## src/rtl/mult8x8_controller_pkg.sv

```systemverilog
// Shared constants and encodings for the sequential 8x8 multiplier:
// operand widths, controller states, nibble-select and shift-select codes.
package mult8x8_controller_pkg;

    localparam int unsigned NIB_W   = 4;
    localparam int unsigned DW      = 2 * NIB_W;
    localparam int unsigned PROD_W  = 2 * DW;
    localparam int unsigned CNT_W   = 2;
    localparam int unsigned SEL_W   = 2;
    localparam int unsigned SHIFT_W = 2;
    localparam int unsigned STATE_W = 3;

    typedef enum logic [STATE_W-1:0] {
        ST_IDLE      = 3'b000,
        ST_LSB       = 3'b001,
        ST_MID       = 3'b010,
        ST_MSB       = 3'b011,
        ST_CALC_DONE = 3'b100,
        ST_ERR       = 3'b101
    } state_e;

    // input_sel[0] picks the a nibble, input_sel[1] the b nibble (0 lo, 1 hi)
    localparam logic [SEL_W-1:0] SEL_ALO_BLO = 2'b00;
    localparam logic [SEL_W-1:0] SEL_AHI_BLO = 2'b01;
    localparam logic [SEL_W-1:0] SEL_ALO_BHI = 2'b10;
    localparam logic [SEL_W-1:0] SEL_AHI_BHI = 2'b11;

    localparam logic [SHIFT_W-1:0] SHIFT_0 = 2'b00;
    localparam logic [SHIFT_W-1:0] SHIFT_4 = 2'b01;
    localparam logic [SHIFT_W-1:0] SHIFT_8 = 2'b10;

endpackage

```

## src/rtl/mult8x8_controller_if.sv

```systemverilog
// Control bundle between the start source, the multiplier controller and the datapath.
interface mult8x8_controller_if;
    import mult8x8_controller_pkg::*;

    logic                 start;
    logic [SEL_W-1:0]     input_sel;
    logic [SHIFT_W-1:0]   shift_sel;
    logic                 clk_ena;
    logic                 sclr_n;
    logic                 done;
    logic [STATE_W-1:0]   state_out;

    modport master (
        output start,
        input  input_sel, shift_sel, clk_ena, sclr_n, done, state_out
    );

    modport slave (
        input  start,
        output input_sel, shift_sel, clk_ena, sclr_n, done, state_out
    );

endinterface

```

## src/rtl/mult8x8_controller_counter.sv

```systemverilog
// 2-bit step counter with synchronous clear/enable; sequences the two MID cycles.
module mult8x8_controller_counter
    import mult8x8_controller_pkg::*;
(
    input  logic             clk,
    input  logic             reset,
    input  logic             clr,
    input  logic             en,
    output logic [CNT_W-1:0] count
);

    logic [CNT_W-1:0] count_d;
    logic [CNT_W-1:0] count_q;

    always_comb begin
        count_d = count_q;
        if (clr) begin
            count_d = '0;
        end else if (en) begin
            count_d = count_q + CNT_W'(1);
        end
    end

    always_ff @(posedge clk or posedge reset) begin
        if (reset) begin
            count_q <= '0;
        end else begin
            count_q <= count_d;
        end
    end

    assign count = count_q;

endmodule

```

## src/rtl/mult8x8_controller.sv

```systemverilog
// Sequencing FSM for the 8x8 multiplier: walks the four nibble partial products
// through the datapath and reports completion / error state for the display.
module mult8x8_controller
    import mult8x8_controller_pkg::*;
(
    input  logic                 clk,
    input  logic                 reset,
    mult8x8_controller_if.slave  bus
);

    state_e             state_d;
    state_e             state_q;
    logic [CNT_W-1:0]   count;
    logic               cnt_clr;
    logic               cnt_en;
    logic               start_v;

    logic [SEL_W-1:0]   sel_c;
    logic [SHIFT_W-1:0] shift_c;
    logic               clk_ena_c;
    logic               sclr_n_c;
    logic               done_c;

    // A start coincident with reset must not leak a clear onto the datapath
    assign start_v = bus.start & ~reset;

    mult8x8_controller_counter u_counter (
        .clk   (clk),
        .reset (reset),
        .clr   (cnt_clr),
        .en    (cnt_en),
        .count (count)
    );

    always_comb begin
        state_d   = state_q;
        sel_c     = SEL_ALO_BLO;
        shift_c   = SHIFT_0;
        clk_ena_c = 1'b0;
        sclr_n_c  = 1'b1;
        done_c    = 1'b0;
        cnt_clr   = 1'b0;
        cnt_en    = 1'b0;

        case (state_q)
            ST_IDLE, ST_ERR, ST_CALC_DONE: begin
                done_c = (state_q == ST_CALC_DONE);
                if (start_v) begin
                    // clear wins over load in the accumulator; enable is asserted anyway
                    sclr_n_c  = 1'b0;
                    clk_ena_c = 1'b1;
                    cnt_clr   = 1'b1;
                    state_d   = ST_LSB;
                end
            end
            ST_LSB: begin
                if (start_v) begin
                    state_d = ST_ERR;
                end else begin
                    clk_ena_c = 1'b1;
                    state_d   = ST_MID;
                end
            end
            ST_MID: begin
                sel_c   = (count == CNT_W'(0)) ? SEL_AHI_BLO : SEL_ALO_BHI;
                shift_c = SHIFT_4;
                if (start_v) begin
                    state_d = ST_ERR;
                end else begin
                    clk_ena_c = 1'b1;
                    cnt_en    = 1'b1;
                    state_d   = (count == CNT_W'(1)) ? ST_MSB : ST_MID;
                end
            end
            ST_MSB: begin
                sel_c   = SEL_AHI_BHI;
                shift_c = SHIFT_8;
                if (start_v) begin
                    state_d = ST_ERR;
                end else begin
                    clk_ena_c = 1'b1;
                    state_d   = ST_CALC_DONE;
                end
            end
            default: begin
                state_d = ST_IDLE;
            end
        endcase
    end

    always_ff @(posedge clk or posedge reset) begin
        if (reset) begin
            state_q <= ST_IDLE;
        end else begin
            state_q <= state_d;
        end
    end

    assign bus.input_sel = sel_c;
    assign bus.shift_sel = shift_c;
    assign bus.clk_ena   = clk_ena_c;
    assign bus.sclr_n    = sclr_n_c;
    assign bus.done      = done_c;
    assign bus.state_out = state_q;

endmodule

```

## src/flat_wrapper.sv

```systemverilog
// flat-port wrapper written by rule: the top's interface ports become plain ports
module mult8x8_controller_flat import mult8x8_controller_pkg::*;
  (clk, reset, bus_start, bus_input_sel, bus_shift_sel, bus_clk_ena, bus_sclr_n, bus_done, bus_state_out);
  mult8x8_controller_if bus_i ();
  input  logic clk;
  input  logic reset;
  input wire logic [$bits(bus_i.start)-1:0] bus_start;
  output wire logic [$bits(bus_i.input_sel)-1:0] bus_input_sel;
  output wire logic [$bits(bus_i.shift_sel)-1:0] bus_shift_sel;
  output wire logic [$bits(bus_i.clk_ena)-1:0] bus_clk_ena;
  output wire logic [$bits(bus_i.sclr_n)-1:0] bus_sclr_n;
  output wire logic [$bits(bus_i.done)-1:0] bus_done;
  output wire logic [$bits(bus_i.state_out)-1:0] bus_state_out;
  assign bus_i.start = bus_start;
  assign bus_input_sel = bus_i.input_sel;
  assign bus_shift_sel = bus_i.shift_sel;
  assign bus_clk_ena = bus_i.clk_ena;
  assign bus_sclr_n = bus_i.sclr_n;
  assign bus_done = bus_i.done;
  assign bus_state_out = bus_i.state_out;
  mult8x8_controller u_core (.clk(clk), .reset(reset), .bus(bus_i));
endmodule
```

## config.mk

```make
export PLATFORM = sky130hd
export DESIGN_NAME = mult8x8_controller_flat
export DESIGN_NICKNAME = d
export VERILOG_FILES = /design/src/rtl/mult8x8_controller_pkg.sv /design/src/rtl/mult8x8_controller_if.sv /design/src/rtl/mult8x8_controller_counter.sv /design/src/rtl/mult8x8_controller.sv /design/src/flat_wrapper.sv
export SDC_FILE = /design/constraint.sdc
export NUM_CORES = 1
export LEC_CHECK = 0
export CORE_AREA = 2 2 39 41
export CTS_BUF_LIST = sky130_fd_sc_hd__clkbuf_8
export CTS_CLUSTER_DIAMETER = 150
export DETAILED_ROUTE_END_ITERATION = 6
export DIE_AREA = 0 0 41 43
export DONT_BUFFER_PORTS = 1
export GPL_TIMING_DRIVEN = 0
export PLACE_DENSITY = 0.38
export SLEW_MARGIN = 5
export SYNTH_ARGS = -nofsm -noshare
export SYNTH_HDL_FRONTEND = slang
export SYNTH_SLANG_ARGS = --single-unit
```

## constraint.sdc

```tcl
create_clock -name clk -period 2.2 [get_ports clk]
set_input_delay 0.66 -clock clk [delete_from_list [all_inputs] [get_ports clk]]
set_output_delay 0.66 -clock clk [all_outputs]
set_load 0.005 [all_outputs]
```

==> summary.md <==
| Metric | Value |
|---|---|
| Reg2Reg Capture Point | `u_core.u_counter.count[0]` |
| Final period util | `slightly above 80%` |
| Hold Vio Cnt, Final | `0` |
| Critical R2R Launch | `u_core.bus.state_out[0]` |
| Slew Limit Fails | `0` |
| Vias per inst | `5.16` |
| Fmax | `around 0.55 GHz` |
| TritonCTS clock tree | `built` |
| CTS Sinks | `5` |
| 1st-iter DRT viols | `9` |
| GRT met1 Usage | `about 14%` |
| Setup Viol. Count Final | `0` |
| Routing usage on met2 | `between 10% and 20%` |
| Yosys reg bits | `5` |
| Wirelength per Cell | `~14 um` |
| Clk Latency, worst-skew pair | `230 ps` |
| Rows | `14` |
| Total GRT Usage | `about an eighth` |
| Post-synth cell types | `25` |
| Width of the die | `~41 um` |
| Mapped cell area | `around 380 um2` |
| Number of global-route vias before repair | `roughly 320` |
| DP HPWL | `about 670 um` |
| M3 GR Usage | `a little under a tenth` |
| GR peak layer | `met2` |
| Slowest stage delay, CP | `approximately 260 ps` |
| Core Box Area | `approximately 0.0014 mm2` |
| Setup TNS | `0 ps` |
| CTS max path bufs | `2` |
| Share of cells above drive strength 1 | `between 20% and 30%` |
| Antenna Nets Post-Route | `0` |
| GR Overflow Total | `0` |
| Num CTS Buffers | `3` |
| RSZ-0062 raised after global routing | `no` |
| Slew margin rel. | `between 80 and 90%` |
| Sequential share of power | `about a quarter` |
| Sw Pwr | `roughly 270 uW` |
| RePlAce Congestion | `0.787` |
| Clock transition at path regs | `approximately 40 ps` |
| CP Class | `primary input to output port` |
| Slew @ Worst Pin | `roughly 230 ps` |
| Worst reg2reg setup slack | `approximately 1100 ps` |
| Initial antenna violation count | `0` |
| Ant diodes | `0` |
| Die ar. | `0.00176 mm2` |
| Combinational share of power | `between 40% and 50%` |
| DRC viols | `0` |
| Critical Path Sink Type | `output port` |
| WL final | `between 800 and 900 um` |
| # port buffers | `0` |
| Synth Net Count | `47` |
| Detailed Routing Iterations Pass 1 | `4` |
| Data required time of the worst path | `between 1500 and 2000 ps` |
| Routed via count | `320` |
| WP data arrival | `around 1200 ps` |
| Max_cap viols | `0` |
| Num ports | `13` |
| Switching Share | `40.6%` |
| Post CTS Setup Buffer Count | `0` |
| Reg2Reg Depth | `4` |
| Sequential element share of the synthesized area | `32.6%` |
| Reg area | `125 um2` |
| Power per cell area | `1470 mW/mm2` |
| Max IR drop VDD | `~0.50 mV` |
| Crit path launch type | `primary input` |
| CP Cell Sequence | `and2b_4 > o211ai_2 > o21ai_1` |
| CTS-repair resized insts | `0` |
| Initial Util | `between 20 and 30%` |
| First-pass GRT wire length | `about 1.5 mm` |
| Crit-path leading delay family | `simple AND/OR/NAND/NOR gates` |
| Nets | `52` |
| Area taken by multi-input logic gates | `about 210 um2` |
| Final Skew | `2.33 ps` |
| Largest net degree at the start of global routing | `11` |
| Root Driver | `clkbuf_8` |
| Die height | `43 um` |
| Mean post-synth cell area | `9.15 um2` |
| Static leakage | `0.207 nW` |
| Worst min path class | `primary input to asynchronous set/reset pin` |
| Peak fanout along the critical path | `5` |
| Status | `complete, no violations` |
| CTS Hold Bufs | `0` |
| Slowest CP cell | `and2b_4` |
| Clock power share | `25.9%` |
| Layout fillers | `about 150` |
| Area added between synthesis and finish | `16.9%` |
| Final instance area | `approximately 450 um2` |
| H-Tree Depth | `1` |
| Int Power | `a little under 400 uW` |
| Synth warnings | `0` |
| Post-DP Area | `roughly 400 um2` |
| Post-Syn Instances | `between 40 and 50` |
| Worst path buffer plus inverter count | `0` |
| Period minus WS final | `~1800 ps` |
-- flip-flops by register name (all words and copies together) (netlist names) --
name,cells
u_core.bus.state_out,3
u_core.u_counter.count,2
-- cell usage after synthesis --
library cell	number	area [um2]
nor2b_4	1	13.8
and2_1	1	6.26
a31oi_1	1	6.26
and3_1	1	6.26
o22ai_1	3	18.8
o221ai_1	1	8.76
a32oi_1	1	8.76
ha_1	2	25.0
a21oi_1	3	15.0
and2b_4	1	10.0
mux2i_1	1	10.0
inv_1	4	15.0
o21ai_1	2	10.0
xnor2_1	1	8.76
nor3_1	1	5.00
nand2b_4	1	13.8
inv_2	1	3.75
o211ai_2	1	12.5
o21ai_0	1	5.00
nor2_1	4	15.0
buf_6	2	22.5
buf_2	1	5.00
dfrtp_1	5	125
nand3_1	1	5.00
nand2b_2	1	8.76
-- power groups by stage --
stage,registers [mW],clock network (mW),logic [mW]
6_report,0.162,0.171,0.328
5_1_grt,0.171,0.187,0.370
4_1_cts,0.163,0.174,0.331
3_5_place_dp,0.164,0,0.330
3_3_place_gp,0.163,0,0.320
2_1_floorplan,0.158,0,0.275
-- per-stage QoR --
| step | std cells | hold WS (ps) | utilization, % | setup slack, ps | power (mW) |
|---|---|---|---|---|---|
| 6_report | 62 | 229 | 32.5 | 384 | 0.661 |
| 5_1_grt | 62 | 236 | 32.5 | 317 | 0.728 |
| 4_1_cts | 62 | 236 | 32.5 | 375 | 0.668 |
| 3_5_place_dp | 58 | 466 | 29.2 | 375 | 0.494 |
| 3_3_place_gp | 58 | 463 | 29.2 | 376 | 0.483 |
| 2_1_floorplan | 42 | 439 | - | 429 | 0.432 |
-- worst max path at each step --
stage,startpoint,to,slack (ps),cells after the start
2_1_floorplan,reset,bus_clk_ena,430,3
3_3_place_gp,reset,bus_clk_ena,380,3
3_5_place_dp,reset,bus_clk_ena,380,3
4_1_cts,reset,bus_clk_ena,370,3
5_1_grt,u_core.bus.state_out[0],bus_clk_ena,320,4
6_report,reset,bus_clk_ena,380,3
-- cell usage in the layout, fill, tap and decap left out, drive strengths merged --
cell    instances
a32oi           1
and2            1
o21ai           3
and2b           1
clkbuf          3
ha              2
xnor2           1
o221ai          1
a31oi           1
nand2b          2
o22ai           3
inv             6
and3            1
buf             3
a21oi           3
dfrtp           5
mux2i           1
nor2            4
nor2b           1
nand3           1
nor3            1
o211ai          1
-- logic make-up (layout without fill, tap and decap cells) --
family          count (synthesis)  in the layout  synth area share (%)
simple gates                   12             12                  21.8
mux                             1              1                  2.61
xor+xnor                        1              1                  2.28
compound gates                 13             13                  22.1
flops                           5              5                  32.6
fa+ha+maj                       2              2                  6.51
buf+inv                         8             12                  12.0
-- final cells by class --
type | instances | area share, %
multi-input combinational | 29 | 47.4
sequential | 5 | 27.9
clock buffer | 3 | 9.19
buffer | 3 | 6.13
tap | 16 | 4.46
inverter | 5 | 4.18
clock inverter | 1 | 0.836
-- routing by layer --
layer / share of wire (%) / routed length, um
met5: 0 / 0
met4: 1.5 / 13
met3: 7.4 / 66
met2: 50 / 447
met1: 41 / 367
Power figures use the tool's default switching activity.
